<file path="config.mk">
export PLATFORM = sky130hd
export DESIGN_NAME = pipeline_mem_arbiter
export DESIGN_NICKNAME = d
export VERILOG_FILES = /design/src/rtl/pipeline_mem_arbiter_pkg.sv /design/src/rtl/pipeline_mem_arbiter.sv
export SDC_FILE = /design/constraint.sdc
export NUM_CORES = 1
export LEC_CHECK = 0
export BUFFER_PORTS_ARGS = -buffer_cell sky130_fd_sc_hd__clkbuf_2
export CAP_MARGIN = 10
export CORE_MARGIN = 1.5
export CORE_UTILIZATION = 49
export DETAILED_ROUTE_END_ITERATION = 7
export PLACE_DENSITY = 0.78
export SLEW_MARGIN = 20
export SYNTH_ARGS = -nofsm -noshare
export SYNTH_HDL_FRONTEND = slang
export SYNTH_SLANG_ARGS = --single-unit
</file>
<file path="constraint.sdc">
create_clock -name clk -period 2.3 [get_ports clk]
set_clock_uncertainty 0.15 [all_clocks]
set_input_delay 0.23 -clock clk [delete_from_list [all_inputs] [get_ports clk]]
set_output_delay 0.23 -clock clk [all_outputs]
set_load 0.05 [all_outputs]
</file>
<file path="src/rtl/pipeline_mem_arbiter_pkg.sv">
// Shared encodings for the IF/MEM unified-memory arbiter: FSM states, owner codes
// and the grant-priority rule.
package pipeline_mem_arbiter_pkg;

    localparam logic [1:0] ST_IDLE  = 2'd0;
    localparam logic [1:0] ST_ISSUE = 2'd1;
    localparam logic [1:0] ST_WAIT  = 2'd2;
    localparam logic [1:0] ST_RESP  = 2'd3;

    localparam logic OWN_IF = 1'b0;
    localparam logic OWN_DM = 1'b1;

    // Data is older in program order and normally wins; IF is forced once starved.
    function automatic logic grant_to_if(input logic if_req,
                                         input logic dm_req,
                                         input logic streak_full);
        return if_req && (!dm_req || streak_full);
    endfunction

endpackage

</file>
<file path="src/rtl/pipeline_mem_arbiter.sv">
// Arbitrates one single-port fixed-latency memory between instruction fetch and
// load/store, one access at a time, with fetch-flush and anti-starvation support.
module pipeline_mem_arbiter
    import pipeline_mem_arbiter_pkg::*;
#(
    parameter int ADDR_W     = 32,
    parameter int DATA_W     = 32,
    parameter int MEM_LAT    = 2,
    parameter int STARVE_MAX = 4
) (
    input  logic              clk,
    input  logic              rst,
    input  logic              if_req,
    input  logic [ADDR_W-1:0] if_addr,
    input  logic              if_flush,
    output logic [DATA_W-1:0] if_rdata,
    output logic              if_valid,
    output logic              if_stall,
    input  logic              dm_req,
    input  logic              dm_we,
    input  logic [ADDR_W-1:0] dm_addr,
    input  logic [DATA_W-1:0] dm_wdata,
    output logic [DATA_W-1:0] dm_rdata,
    output logic              dm_valid,
    output logic              dm_stall,
    output logic              mem_req,
    output logic              mem_we,
    output logic [ADDR_W-1:0] mem_addr,
    output logic [DATA_W-1:0] mem_wdata,
    input  logic [DATA_W-1:0] mem_rdata
);

    localparam int LAT_W = (MEM_LAT    > 1) ? $clog2(MEM_LAT + 1)    : 1;
    localparam int STK_W = (STARVE_MAX > 1) ? $clog2(STARVE_MAX + 1) : 1;
    localparam logic [LAT_W-1:0] LAT_LAST = LAT_W'(MEM_LAT - 1);
    localparam logic [STK_W-1:0] STK_MAX  = STK_W'(STARVE_MAX);

    logic [1:0]        r_state;
    logic              r_owner;
    logic              r_kill;
    logic [LAT_W-1:0]  r_lat;
    logic [STK_W-1:0]  r_streak;
    logic              r_mem_req;
    logic              r_mem_we;
    logic [ADDR_W-1:0] r_mem_addr;
    logic [DATA_W-1:0] r_mem_wdata;
    logic [DATA_W-1:0] r_cap;
    logic [DATA_W-1:0] r_if_rdata;
    logic [DATA_W-1:0] r_dm_rdata;

    logic w_streak_full;
    logic w_grant_if;
    logic w_any_req;
    logic w_resp;
    logic w_if_valid;
    logic w_dm_valid;
    logic w_dm_load_done;

    assign w_streak_full  = (r_streak == STK_MAX);
    assign w_grant_if     = grant_to_if(if_req, dm_req, w_streak_full);
    assign w_any_req      = if_req || dm_req;
    assign w_resp         = (r_state == ST_RESP);
    // A flush arriving in the response cycle itself must still swallow the fetch.
    assign w_if_valid     = w_resp && (r_owner == OWN_IF) && !r_kill && !if_flush;
    assign w_dm_valid     = w_resp && (r_owner == OWN_DM);
    assign w_dm_load_done = w_dm_valid && !r_mem_we;

    assign if_valid  = w_if_valid;
    assign dm_valid  = w_dm_valid;
    assign if_rdata  = w_if_valid     ? r_cap : r_if_rdata;
    assign dm_rdata  = w_dm_load_done ? r_cap : r_dm_rdata;
    assign if_stall  = if_req && !w_if_valid;
    assign dm_stall  = dm_req && !w_dm_valid;
    assign mem_req   = r_mem_req;
    assign mem_we    = r_mem_we;
    assign mem_addr  = r_mem_addr;
    assign mem_wdata = r_mem_wdata;

    always_ff @(posedge clk) begin
        if (rst) begin
            r_state     <= ST_IDLE;
            r_owner     <= OWN_IF;
            r_kill      <= 1'b0;
            r_lat       <= '0;
            r_streak    <= '0;
            r_mem_req   <= 1'b0;
            r_mem_we    <= 1'b0;
            r_mem_addr  <= '0;
            r_mem_wdata <= '0;
            r_cap       <= '0;
            r_if_rdata  <= '0;
            r_dm_rdata  <= '0;
        end else begin
            case (r_state)
                ST_IDLE: begin
                    r_kill <= 1'b0;
                    if (w_any_req) begin
                        r_state     <= ST_ISSUE;
                        r_mem_req   <= 1'b1;
                        r_owner     <= w_grant_if ? OWN_IF : OWN_DM;
                        r_mem_addr  <= w_grant_if ? if_addr : dm_addr;
                        r_mem_we    <= w_grant_if ? 1'b0 : dm_we;
                        r_mem_wdata <= w_grant_if ? '0 : dm_wdata;
                        r_kill      <= w_grant_if && if_flush;
                        // Streak counts only data grants that made a waiting fetch wait longer.
                        if (w_grant_if || !if_req) begin
                            r_streak <= '0;
                        end else if (!w_streak_full) begin
                            r_streak <= r_streak + STK_W'(1);
                        end
                    end
                end
                ST_ISSUE: begin
                    r_mem_req <= 1'b0;
                    r_lat     <= '0;
                    r_state   <= ST_WAIT;
                    if ((r_owner == OWN_IF) && if_flush) begin
                        r_kill <= 1'b1;
                    end
                end
                ST_WAIT: begin
                    if ((r_owner == OWN_IF) && if_flush) begin
                        r_kill <= 1'b1;
                    end
                    if (r_lat == LAT_LAST) begin
                        r_cap   <= mem_rdata;
                        r_state <= ST_RESP;
                    end else begin
                        r_lat <= r_lat + LAT_W'(1);
                    end
                end
                ST_RESP: begin
                    if (w_if_valid) begin
                        r_if_rdata <= r_cap;
                    end
                    if (w_dm_load_done) begin
                        r_dm_rdata <= r_cap;
                    end
                    r_kill  <= 1'b0;
                    r_state <= ST_IDLE;
                end
                default: begin
                    r_state <= ST_IDLE;
                end
            endcase
        end
    end

endmodule
</file>
# Yosys cells after proc, flatten, opt, wreduce, memory -nomap -nowiden
# Index checks and enable logic that the tools add are counted.
# word_totals
word_cells	73
ff_bits	171
in_bits	134
output_inout_bits	134
# op_classes
mux	18
n_eq_ne	10
addsub	2
bitwise_logic	1
n_reduce_logical	30
# ops
op	n
2-to-1 mux 32 bit	4
logical AND 1 bit	10
AND reduction 2 bit	5
case mux 2 bit (4 select lines)	1
zero test 1 bit	7
2-to-1 mux 2 bit	3
2-to-1 mux 3 bit	2
inequality test 2 bit, second input constant	3
2-to-1 mux 1 bit	5
equality test 2 x 1 -> 1 bit, second input constant	2
equality test 2 bit, second input constant	2
inequality test 2 x 1 -> 1 bit, second input constant	2
case mux 2 bit (2 select lines)	1
nonzero test 2 bit	2
adder 3 x 1 -> 3 bit, second input constant	1
equality test 3 bit, second input constant	1
logical OR 1 bit	3
case mux 1 bit (3 select lines)	1
AND reduction 3 bit	1
adder 2 x 1 -> 2 bit, second input constant	1
zero test 2 bit	1
case mux 1 bit (2 select lines)	1
OR reduction 2 bit	1
NOT 1 bit	1

# Depth between registers and ports, before layout
# logic_depth
ltp_word	6
mapped_depth	7
ltp_nobuf	5

# Worst setup path before layout
# OpenSTA, ideal clock, no wires.
# synth_timing
path_kind	reg2reg
startpoint	register r_state[0]
endpoint	register r_if_rdata[0]
setup_slack_ns	0.236
t_arrival_ns	1.800
required_ns	2.036
path_stages_with_launch	6
period_less_slack_ns	2.064
setup_ns	0.114
path_buffers	1
cell_sequence	dfxtp_1 ha_1 nor4b_4 buf_6 mux2_4 and2b_1
# synth_between
elab_chain_len	5
# synth_lines
item	line	source
start: declaration	pipeline_mem_arbiter.sv:38	logic [1:0] r_state;
start signal: assignment	pipeline_mem_arbiter.sv:81	r_state <= ST_IDLE;
start signal: assignment	pipeline_mem_arbiter.sv:98	r_state <= ST_ISSUE;
start signal: assignment	pipeline_mem_arbiter.sv:116	r_state <= ST_WAIT;
equality test 2 bit	pipeline_mem_arbiter.sv:62	assign w_resp = (r_state == ST_RESP);
logical AND 1 bit (3 in a row)	pipeline_mem_arbiter.sv:64	assign w_if_valid = w_resp && (r_owner == OWN_IF) && !r_kill && !if_flush;
via if_valid	pipeline_mem_arbiter.sv:17	output logic if_valid,
2-to-1 mux 32 bit	--	
via if_rdata[0]	pipeline_mem_arbiter.sv:16	output logic [DATA_W-1:0] if_rdata,
end signal: assignment	pipeline_mem_arbiter.sv:134	r_if_rdata <= r_cap;
end: declaration	pipeline_mem_arbiter.sv:48	logic [DATA_W-1:0] r_if_rdata;
# The timed path passes the listed nets, and every way through them passes these cells.
# A chain may end at the register's enable or synchronous reset.

# Worst setup path after layout
# layout_timing
startpoint	register r_state[1]
endpoint	output port dm_rdata[10]
# layout_between
elab_chain_len	4
# layout_lines
item	line	source
equality test 2 bit	pipeline_mem_arbiter.sv:62	
logical AND 1 bit	pipeline_mem_arbiter.sv:65	assign w_dm_valid = w_resp && (r_owner == OWN_DM);
logical AND 1 bit	pipeline_mem_arbiter.sv:66	assign w_dm_load_done = w_dm_valid && !r_mem_we;
2-to-1 mux 32 bit	--	
end: declaration	pipeline_mem_arbiter.sv:23	output logic [DATA_W-1:0] dm_rdata,
# Every way passes these cells.

==> flow_metrics.env <==
export IMPL_clock_path_buffers=2
export IMPL_rsz0062_at_grt="true"
export IMPL_failed_checks="setup timing"
export IMPL_number_of_instances_in_the_synthesized_netlist=750
export IMPL_max_vdd_ir_drop_mv=0.6777
export IMPL_core_rowCount=43
export IMPL_yosysUniqueCellTypes=37
export IMPL_grt_overflow_total=0
export IMPL_buffer_ports_inserted=267
export IMPL_tightestPinTransition_ns=0.6743
export IMPL_post_synth_top_area_cell="sky130_fd_sc_hd__dfxtp_1"
export IMPL_cts_tree="built"
export IMPL_ys_warnings_count=0
export IMPL_post_synth_top_area_fraction=0.4838
export IMPL_clkSinkCount=171
export IMPL_syn_avg_cell_area_sq_um=9.434
export IMPL_slack_of_the_worst_reg_to_reg_path_ns=0.28
export IMPL_ys_ff_latch=171
export IMPL_critical_path_peak_fanout=6
export IMPL_detailed_place_hpwl_microns=12570
export IMPL_effective_utilization_at_floorplan=0.5058
export IMPL_detail_route_vias_per_cell=5.576
export IMPL_antenna_found_initial=0
export IMPL_die_height_microns=123.2
export IMPL_final_antenna_net_count=0
export IMPL_internal_power_mw=6.080
export IMPL_area_grow_syn2layout_pct=63.55
export IMPL_report_final_hold_viol_count=0
export IMPL_worstHoldPathType="primary input to flip-flop"
export IMPL_power_switching_fraction=0.3920
export IMPL_period_share=1.026
export IMPL_ioPinCount=268
export IMPL_finalWorstSetupSlack_ns=-0.05897
export IMPL_clkPwrFrac=0.293
export IMPL_synth_cells_most_frequent="171 x sky130_fd_sc_hd__dfxtp_1, 98 x sky130_fd_sc_hd__nand2_1, 69 x sky130_fd_sc_hd__a21oi_1"
export IMPL_cts_made_buffers=17
export IMPL_postLayoutCoreUtil=0.8273
export IMPL_fin_cells=1326
export IMPL_cts_htree_levels=4
export IMPL_layout_drive_gt1_share=0.3595
export IMPL_synth_seq_area_share=0.4838
export IMPL_path_clk_slew_ns=0.07
export IMPL_timing_worst_setup_path_type="flip-flop to output port"
export IMPL_cts_root_buffer="sky130_fd_sc_hd__clkbuf_16"
export IMPL_synth_net_count=892
export IMPL_detail_route_first_pass_iterations=5
export IMPL_postSynth_asyncResetShare=0
export IMPL_worst_endpoint_arrival_ns=1.98
export IMPL_crit_path_end_kind="output port"
export IMPL_pin_count_of_the_biggest_net_entering_global_routing=67
export IMPL_power_static_leakage_nw=5.071
export IMPL_first_global_vias=7366
export IMPL_run_status="finished, violations left"
export IMPL_route_vias_total=7394
export IMPL_r2r_worst_path_cells=7
export IMPL_clock_latency_ns=0.42
export IMPL_coreArea_sq_mm=0.01399
export IMPL_finalWirelength_microns=26360
export IMPL_period_minus_slack_ns=2.359
export IMPL_synth_most_common_cell="sky130_fd_sc_hd__dfxtp_1"
export IMPL_cap_violations=0
export IMPL_final_max_slew_viol_count=0
export IMPL_synth_main_ff_cell="sky130_fd_sc_hd__dfxtp_1"
export IMPL_postPlaceCellArea_sq_mm=0.008625
export IMPL_dp_cells=1145
export IMPL_stdcell_area_sq_mm=0.01157
export IMPL_relSlewSlack=0.5504
export IMPL_die_w_microns=123.2
export IMPL_achievable_frequency_mhz=423.9
export IMPL_combPwrFrac=0.346
export IMPL_synth_enable_flop_cells=0
export IMPL_global_route_usage_over_all_layers=0.3126
export IMPL_crit_start="r_state[1]"
export IMPL_power_sequential_fraction=0.361
export IMPL_worst_endpoint_required_ns=1.92
export IMPL_start_kind="flip-flop"
export IMPL_setup_violations=37
export IMPL_p_per_area_mw_per_mm2=864.2
export IMPL_synth_area_top_cells="sky130_fd_sc_hd__dfxtp_1 48%, sky130_fd_sc_hd__mux2_4 5.9%, sky130_fd_sc_hd__mux2_2 5.7%"
export IMPL_number_of_drc_violations_after_detailed_routing=0
export IMPL_grt_first_pass_wirelength_microns=36670
export IMPL_worst_setup_path_endpoint="dm_rdata[10]"
export IMPL_detail_route_iter0_violations=610
export IMPL_r2r_end="mem_addr[3]"
export IMPL_reg2reg_from="r_state[1]"
export IMPL_diodes=0
export IMPL_detail_route_wl_per_cell_microns=19.88
export IMPL_total_standard_cell_area_after_synthesis_sq_mm=0.007076
export IMPL_nets=1275
export IMPL_place_congestion=0.7915
export IMPL_net_switching_power_mw=3.920
export IMPL_die_footprint_sq_mm=0.01517
worst min-delay path by stage:
stage / start / endpoint / slack (ns) / cells past startpoint
final: rst / r_dm_rdata[19] / 0.03 / 2
after global routing: rst / r_if_rdata[27] / 0.03 / 2
after CTS: rst / r_dm_rdata[19] / 0.02 / 2
after detailed placement: mem_wdata[2] / mem_wdata[2] / 0.30 / 2
after global placement: mem_wdata[28] / mem_wdata[28] / 0.29 / 2
after floorplan: mem_rdata[27] / r_cap[27] / 0.22 / 2
routing by layer:
| layer | track usage | wire, microns | share of wire |
|---|---|---|---|
| met1 | 0.3417 | 9453 | 0.36 |
| met2 | 0.5472 | 13650 | 0.52 |
| met3 | 0.09271 | 2097 | 0.080 |
| met4 | 0.1624 | 1160 | 0.044 |
| met5 | 0 | 0 | 0 |
logic make-up after synthesis:
| group | synth area share |
|---|---|
| muxes | 0.1181 |
| buffers and inverters | 0.04598 |
| xor gates and xnor gates | 0.002476 |
| adders and majority gates | 0.01415 |
| DFF | 0.4838 |
| AOI/OAI and AO/OA | 0.1600 |
| and+or+nand+nor | 0.1754 |
sequential cells by signal, indices dropped and copies added (netlist names):
register    flops
mem_addr       32
mem_req         1
mem_wdata      32
mem_we          1
r_cap          32
r_dm_rdata     32
r_if_rdata     32
r_kill          1
r_lat           2
r_owner         1
r_state         2
r_streak        3
layout by cell type (no fill, tap or decap), types with 2 or more instances in the layout:
| master | netlist | final |
|---|---|---|
| sky130_fd_sc_hd__o211ai_1 | 34 | 34 |
| sky130_fd_sc_hd__buf_12 | 0 | 14 |
| sky130_fd_sc_hd__a21bo_2 | 3 | 3 |
| sky130_fd_sc_hd__dlygate4sd3_1 | 0 | 130 |
| sky130_fd_sc_hd__buf_4 | 0 | 15 |
| sky130_fd_sc_hd__and2b_1 | 28 | 28 |
| sky130_fd_sc_hd__clkbuf_2 | 1 | 200 |
| sky130_fd_sc_hd__a311oi_1 | 33 | 33 |
| sky130_fd_sc_hd__clkinv_4 | 0 | 4 |
| sky130_fd_sc_hd__inv_6 | 0 | 2 |
| sky130_fd_sc_hd__clkbuf_8 | 0 | 4 |
| sky130_fd_sc_hd__clkinvlp_4 | 0 | 5 |
| sky130_fd_sc_hd__mux2_4 | 28 | 63 |
| sky130_fd_sc_hd__nor3b_1 | 2 | 2 |
| sky130_fd_sc_hd__a211oi_1 | 2 | 2 |
| sky130_fd_sc_hd__a21oi_1 | 69 | 69 |
| sky130_fd_sc_hd__nor3_1 | 5 | 5 |
| sky130_fd_sc_hd__inv_1 | 7 | 6 |
| sky130_fd_sc_hd__bufinv_16 | 0 | 2 |
| sky130_fd_sc_hd__and2_1 | 2 | 2 |
| sky130_fd_sc_hd__nor2b_1 | 39 | 39 |
| sky130_fd_sc_hd__nand2_1 | 98 | 98 |
| sky130_fd_sc_hd__buf_8 | 0 | 50 |
| sky130_fd_sc_hd__dfxtp_1 | 171 | 169 |
| sky130_fd_sc_hd__ha_1 | 8 | 7 |
| sky130_fd_sc_hd__clkbuf_16 | 0 | 21 |
| sky130_fd_sc_hd__o21ai_0 | 33 | 33 |
| sky130_fd_sc_hd__buf_6 | 3 | 16 |
| sky130_fd_sc_hd__nor2_1 | 37 | 36 |
| sky130_fd_sc_hd__nand3_1 | 33 | 33 |
final cells by class:
| cell class | instances | area (sq um) |
|---|---|---|
| multi-input cells | 503 | 3492 |
| repair buffers | 433 | 3795 |
| flip-flops and latches | 171 | 3428 |
| fillers | 767 | 2416 |
| clock inverters | 14 | 166.4 |
| inverters | 7 | 26.28 |
| clock buffers | 18 | 439.2 |
| well taps | 180 | 225.2 |
repair_timing:
action	in CTS	in global routing
endpoints found under the hold margin	98	0
gates cloned	3	4
setup buffers	6	8
hold buffers	130	0
gates resized for setup	86	210
endpoints found under the setup margin	66	66
per-stage QoR:
step           hold WS [ns]  total power [mW]  TNS (ns)  setup WS (ns)
5_1_grt             0.03372             10.36    -5.035        -0.1442
3_5_place_dp         0.2990             6.730         0         0.1569
4_1_cts             0.01549             9.845    -2.400        -0.1157
6_report            0.02631             10.00   -0.9019       -0.05897
3_3_place_gp         0.2912             6.695         0         0.2141
2_1_floorplan        0.2160             5.895         0         0.2356
worst max-delay path, cell delays in order, from the launching register on:
cell                        delay (ns)
sky130_fd_sc_hd__dfxtp_4          0.36
sky130_fd_sc_hd__ha_4             0.13
sky130_fd_sc_hd__nand3b_1         0.12
sky130_fd_sc_hd__buf_6            0.18
sky130_fd_sc_hd__clkbuf_16        0.16
sky130_fd_sc_hd__buf_4            0.13
sky130_fd_sc_hd__mux2_4           0.32
sky130_fd_sc_hd__buf_6            0.16
power by group through the flow:
stage	Combinational (mW)	Clock [mW]	Sequential [mW]
3_3_place_gp	3.06	0	3.63
2_1_floorplan	1.08	0	4.81
5_1_grt	3.64	3.07	3.65
4_1_cts	3.34	2.93	3.58
3_5_place_dp	3.09	0	3.64
6_report	3.46	2.93	3.61
No activity file was read; power rests on OpenSTA's default activity.
